===== config.mk =====
export PLATFORM = sky130hd
export DESIGN_NAME = button_step_ctrl
export DESIGN_NICKNAME = d
export VERILOG_FILES = /design/src/rtl/step_ctrl_pkg.sv /design/src/rtl/button_step_ctrl_debounce.sv /design/src/rtl/button_step_ctrl.sv
export SDC_FILE = /design/constraint.sdc
export NUM_CORES = 1
export LEC_CHECK = 0
export ABC_AREA = 1
export BUFFER_PORTS_ARGS = -buffer_cell sky130_fd_sc_hd__buf_4
export CORE_UTILIZATION = 34
export DETAILED_ROUTE_END_ITERATION = 8
export PLACE_DENSITY = 0.56
export SETUP_SLACK_MARGIN = 0.02
export SYNTH_ARGS = -nofsm -noshare
export SYNTH_HDL_FRONTEND = slang
export SYNTH_SLANG_ARGS = --single-unit

===== constraint.sdc =====
create_clock -name clk -period 1.7 [get_ports clk]
set_input_delay 0.17 -clock clk [delete_from_list [all_inputs] [get_ports clk]]
set_output_delay 0.17 -clock clk [all_outputs]
set_load 0.02 [all_outputs]

===== src/rtl/step_ctrl_pkg.sv =====
// Shared constants, repeat-FSM encoding and width helper for the button step controller.
package step_ctrl_pkg;

  localparam logic DIR_UP   = 1'b1;
  localparam logic DIR_DOWN = 1'b0;

  typedef enum logic [1:0] {
    REP_IDLE   = 2'd0,
    REP_HOLD   = 2'd1,
    REP_REPEAT = 2'd2
  } rep_state_t;

  // Bits needed to count 0..n-1; never less than one bit.
  function automatic int clog2_width(input int n);
    return (n <= 2) ? 1 : $clog2(n);
  endfunction

endpackage


===== src/rtl/button_step_ctrl_debounce.sv =====
// One push-button path: 2-FF synchroniser, counter debouncer and rising-edge detector.
module btn_debounce
  import step_ctrl_pkg::*;
#(
  parameter int DEBOUNCE_CYCLES = 500000
) (
  input  logic clk,
  input  logic reset,
  input  logic raw,
  output logic level,
  output logic rise
);

  localparam int CW = clog2_width(DEBOUNCE_CYCLES);

  logic          s1;
  logic          s2;
  logic          lvl;
  logic          lvl_d;
  logic [CW-1:0] cnt;

  always_ff @(posedge clk) begin
    if (reset) begin
      s1    <= 1'b0;
      s2    <= 1'b0;
      lvl   <= 1'b0;
      lvl_d <= 1'b0;
      cnt   <= '0;
    end else begin
      s1    <= raw;
      s2    <= s1;
      lvl_d <= lvl;
      // Any sample agreeing with the current level restarts the stability count.
      if (s2 == lvl) begin
        cnt <= '0;
      end else if (cnt == CW'(DEBOUNCE_CYCLES - 1)) begin
        lvl <= s2;
        cnt <= '0;
      end else begin
        cnt <= cnt + CW'(1);
      end
    end
  end

  assign level = lvl;
  assign rise  = lvl & ~lvl_d;

endmodule


===== src/rtl/button_step_ctrl.sv =====
// Merges debounced up/down buttons into a registered step pulse and direction level.
// Optional auto-repeat while a single button is held: define AUTO_REPEAT_EN.
module button_step_ctrl
  import step_ctrl_pkg::*;
#(
  parameter int DEBOUNCE_CYCLES = 500000,
  parameter int HOLD_CYCLES     = 50000000,
  parameter int REPEAT_CYCLES   = 20000000
) (
  input  logic clk,
  input  logic reset,
  input  logic btn_up,
  input  logic btn_down,
  output logic en,
  output logic updown
);

  logic rise_up;
  logic rise_down;

`ifdef AUTO_REPEAT_EN
  localparam int RMAX = (HOLD_CYCLES > REPEAT_CYCLES) ? HOLD_CYCLES : REPEAT_CYCLES;
  localparam int RW   = clog2_width(RMAX + 1);

  logic          lvl_up;
  logic          lvl_down;
  logic          active_lvl;
  logic          rep_dir;
  logic [RW-1:0] rcnt;
  rep_state_t    rep_state;

  btn_debounce #(.DEBOUNCE_CYCLES(DEBOUNCE_CYCLES)) u_up (
    .clk(clk), .reset(reset), .raw(btn_up), .level(lvl_up), .rise(rise_up)
  );
  btn_debounce #(.DEBOUNCE_CYCLES(DEBOUNCE_CYCLES)) u_down (
    .clk(clk), .reset(reset), .raw(btn_down), .level(lvl_down), .rise(rise_down)
  );

  assign active_lvl = rep_dir ? lvl_up : lvl_down;

  always_ff @(posedge clk) begin
    if (reset) begin
      en        <= 1'b0;
      updown    <= DIR_UP;
      rep_state <= REP_IDLE;
      rcnt      <= '0;
      rep_dir   <= DIR_UP;
    end else begin
      en <= 1'b0;
      if (rise_up ^ rise_down) begin
        en     <= 1'b1;
        updown <= rise_up ? DIR_UP : DIR_DOWN;
      end
      case (rep_state)
        REP_IDLE: begin
          if (rise_up | rise_down) begin
            rep_state <= REP_HOLD;
            rcnt      <= '0;
            rep_dir   <= rise_up;
          end
        end
        REP_HOLD, REP_REPEAT: begin
          // Second button pressed or active button released: abandon repeat silently.
          if ((lvl_up & lvl_down) || !active_lvl) begin
            rep_state <= REP_IDLE;
            rcnt      <= '0;
          end else if (rep_state == REP_HOLD) begin
            if (rcnt == RW'(HOLD_CYCLES)) begin
              en        <= 1'b1;
              updown    <= rep_dir;
              rep_state <= REP_REPEAT;
              rcnt      <= '0;
            end else begin
              rcnt <= rcnt + RW'(1);
            end
          end else begin
            if (rcnt == RW'(REPEAT_CYCLES - 1)) begin
              en     <= 1'b1;
              updown <= rep_dir;
              rcnt   <= '0;
            end else begin
              rcnt <= rcnt + RW'(1);
            end
          end
        end
        default: begin
          rep_state <= REP_IDLE;
          rcnt      <= '0;
        end
      endcase
    end
  end
`else
  btn_debounce #(.DEBOUNCE_CYCLES(DEBOUNCE_CYCLES)) u_up (
    .clk(clk), .reset(reset), .raw(btn_up), .level(), .rise(rise_up)
  );
  btn_debounce #(.DEBOUNCE_CYCLES(DEBOUNCE_CYCLES)) u_down (
    .clk(clk), .reset(reset), .raw(btn_down), .level(), .rise(rise_down)
  );

  // Simultaneous rises are a conflict: no step, direction held.
  always_ff @(posedge clk) begin
    if (reset) begin
      en     <= 1'b0;
      updown <= DIR_UP;
    end else if (rise_up && !rise_down) begin
      en     <= 1'b1;
      updown <= DIR_UP;
    end else if (rise_down && !rise_up) begin
      en     <= 1'b1;
      updown <= DIR_DOWN;
    end else begin
      en <= 1'b0;
    end
  end
`endif

endmodule


==> impl_metrics.tcl <==
set metrics [dict create \
    die_area_um2 7300 \
    die_x_um 85.5 \
    setup_tns_ns 0 \
    dieHeight_um 85.5 \
    crit_fanout 9 \
    numCtsBuffers 5 \
    relSlewSlack_pct 73.4 \
    yosys.area_share.simple_pct 37.4 \
    setup_viol 0 \
    grt_max_degree 18 \
    tightestPinTransition_ns 0.400 \
    fin_util_pct 38.9 \
    clock-skew-final_ns 0.0166 \
    routed-via-count 1929 \
    cts_max_path_buffers 2 \
    intPower_mw 1.58 \
    min_period_ns 1.53 \
    synth_top_family_by_area "simple AND/OR/NAND/NOR gates" \
    drtPass1Iterations 4 \
    synth.distinct_cells 26 \
    combinationalPowerShare_pct 1.6 \
    coreArea_um2 6760 \
    wl_per_cell_um 10.2 \
    track_usage_pct 13.1 \
    portBuffers 5 \
    post_dp_cell_area_um2 2490 \
    drt-initial-drc-count 84 \
    clock-root-buffer "clkbuf_8" \
    yosys-mux-area-fraction_pct 0 \
    synth_nets 346 \
    finalNetCount 359 \
    path_class "flop to flop" \
    hp-class "primary input to flop" \
    fmaxAchievable_mhz 655 \
    grt_pass1_wl_mm 7.73 \
    synth-compound-area-share_pct 4.44 \
    clock_sinks 48 \
    cp.arrival_ns 1.72 \
    final_area_um2 2630 \
    synth_area_per_cell_um2 7.01 \
    critPathTopFamily "simple AND/OR/NAND/NOR gates" \
    ys_seq_area_share_pct 40.6 \
    gp_congestion 0.883 \
    clkTransAtPathRegs_ns 0.09 \
    postRouteAntennaNets 0 \
    cp-end-kind "flop" \
    drive_gt1_share_pct 11.9 \
    power_switching_mw 0.426 \
    antenna_found_initial 0 \
    cts_tree "yes" \
    ir_drop_mv 0.416 \
    timing.final.crit_share_pct 89.8 \
    max_stage_delay_ns 0.40 \
    synth_xor_area_share_pct 7.77 \
    start_util_pct 35.1 \
    cp_slowest_cell "dfxtp_1" \
    dp_hpwl_mm 3.27 \
    finalHoldViolations 0 \
    startpoint_type "flop" \
    cap_violations 0 \
    drc_errors 0 \
    grt-ovfl-total 0 \
    synth-seq-cells 48 \
    yosys_warnings 0 \
    io_pins 6 \
    p_clk_share_pct 42.0 \
    grt_pass1_vias 1820 \
    postCtsHoldBufs 0 \
    slew_viol_final 0 \
    antenna_cells 0 \
    sequentialPowerShare_pct 56.3 \
    fp-row-count 30 \
    rsz0062_at_grt "false" \
    yosys.area_share.adder_pct 2.11 \
    swShare_pct 21.2 \
    required_ns 1.89 \
    crit_buf_inv 0 \
    drt-total-wl_mm 4.40 \
    cp_cell_sequence "ha_1, nand3_2, nor2_1, nand3_2, nand2_4, nor2_1" \
    power_density_nw_per_um2 765 \
    num-fill-cells 726 \
    h-tree-depth 2 \
    synth_area_um2 2370 \
    insertion_delay_ns 0.31 \
    syn2layout_area_growth_pct 11.0 \
    status "completed" \
    routed_via_density 4.47 \
    syn_inst 338 \
    p_leak_nw 0.857 \
]
## cells by family after synthesis
logic type,Yosys count
and+or+nand+nor,203
AOI/OAI and AO/OA,20
DFF,48
buffers and inverters,42
adders and majority gates,4
xor gates and xnor gates,21
## Yosys cell counts (all sizes together)
| cell type | n | area, um2 |
|---|---|---|
| a31oi | 1 | 6.26 |
| inv | 39 | 146 |
| nand4 | 5 | 31.3 |
| ha | 4 | 50.1 |
| buf | 3 | 36.3 |
| or2 | 4 | 25.0 |
| nand2 | 76 | 300 |
| nand3 | 22 | 120 |
| xor2 | 16 | 140 |
| nor2 | 93 | 393 |
| xnor2 | 5 | 43.8 |
| and2 | 1 | 6.26 |
| a21oi | 13 | 68.8 |
| dfxtp | 48 | 961 |
| nor3 | 2 | 10.0 |
| o21ai | 6 | 30.0 |
## sequential cells by signal, summed over array words and instances (netlist names)
name          cells
u_up.cnt         19
u_down.s1         1
u_down.s2         1
u_down.level      1
u_up.s1           1
u_up.lvl_d        1
updown            1
u_up.s2           1
u_down.lvl_d      1
en                1
u_up.level        1
u_down.cnt       19
## cell usage in the layout (no fill, tap or decap), types with 2 or more instances in the layout
cell / count
nand4_1: 5
or2_2: 3
o21ai_0: 6
nor2_2: 11
nand2_1: 72
a21oi_1: 12
nand3_1: 19
xnor2_1: 5
ha_1: 4
nor2_1: 81
nor3_1: 2
nand3_2: 3
nand2_2: 2
clkbuf_8: 5
inv_2: 2
nand2_4: 3
buf_4: 8
inv_1: 37
xor2_1: 16
dfxtp_1: 48
## routing by layer
layer	vias up	share of wire, %	track usage, %
li1	1065	-	-
met1	840	51	16.7
met2	18	45	22.0
met3	6	2.5	3.02
met4	0	1.3	4.39
met5	-	0	0
## cell type report
type                            instances  area (um2)  area share (%)
Sequential cell                        48         961            36.6
Timing Repair Buffer                    8        60.1            2.28
Multi-Input combinational cell        249        1250            47.4
Inverter                               39         146            5.57
Tap cell                               80         100            3.81
Clock buffer                            5        68.8            2.62
Clock inverter                          3        46.3            1.76
## path summary, 6_finish.rpt
kind | startpoint | endpoint | slack, ns | cells after the start
worst max-delay path | u_up.cnt[0] | u_up.cnt[10] | 0.17 | 6
worst min register to register | u_down.s1 | u_down.s2 | 0.41 | 2
worst max register to register | u_up.cnt[0] | u_up.cnt[10] | 0.17 | 6
worst min-delay path | btn_down | u_down.s1 | 0.07 | 3
## worst min-delay path, delay by kind of cell
family                 cells  cell delay [ns]
and+or+nand+nor            1             0.06
buffers and inverters      2             0.10
## power by group through the flow
stage / clock (mW) / combinational (mW) / sequential (mW)
6_report: 0.845 / 0.0328 / 1.13
5_1_grt: 0.919 / 0.0375 / 1.13
4_1_cts: 0.882 / 0.0321 / 1.13
3_5_place_dp: 0 / 0.0321 / 1.16
3_3_place_gp: 0 / 0.0320 / 1.16
2_1_floorplan: 0 / 0.0251 / 1.16
## through the flow
stage / power, mW / hold WS, ns / setup WS, ns / cells
after global placement: 1.19 / 0.375 / 0.146 / 423
after global routing: 2.09 / 0.0492 / 0.0131 / 432
after floorplan: 1.18 / 0.277 / 0.218 / 338
final: 2.01 / 0.0657 / 0.173 / 432
after detailed placement: 1.19 / 0.381 / 0.0898 / 423
after CTS: 2.05 / 0.0539 / 0.0552 / 431
## timing repair
| action | 4_1_cts | 5_1_grt |
|---|---|---|
| buffers inserted | 0 | 0 |
| resized for setup | 0 | 3 |
| endpoints found under the setup margin | 0 | 17 |
No activity file was read; power rests on OpenSTA's default activity.
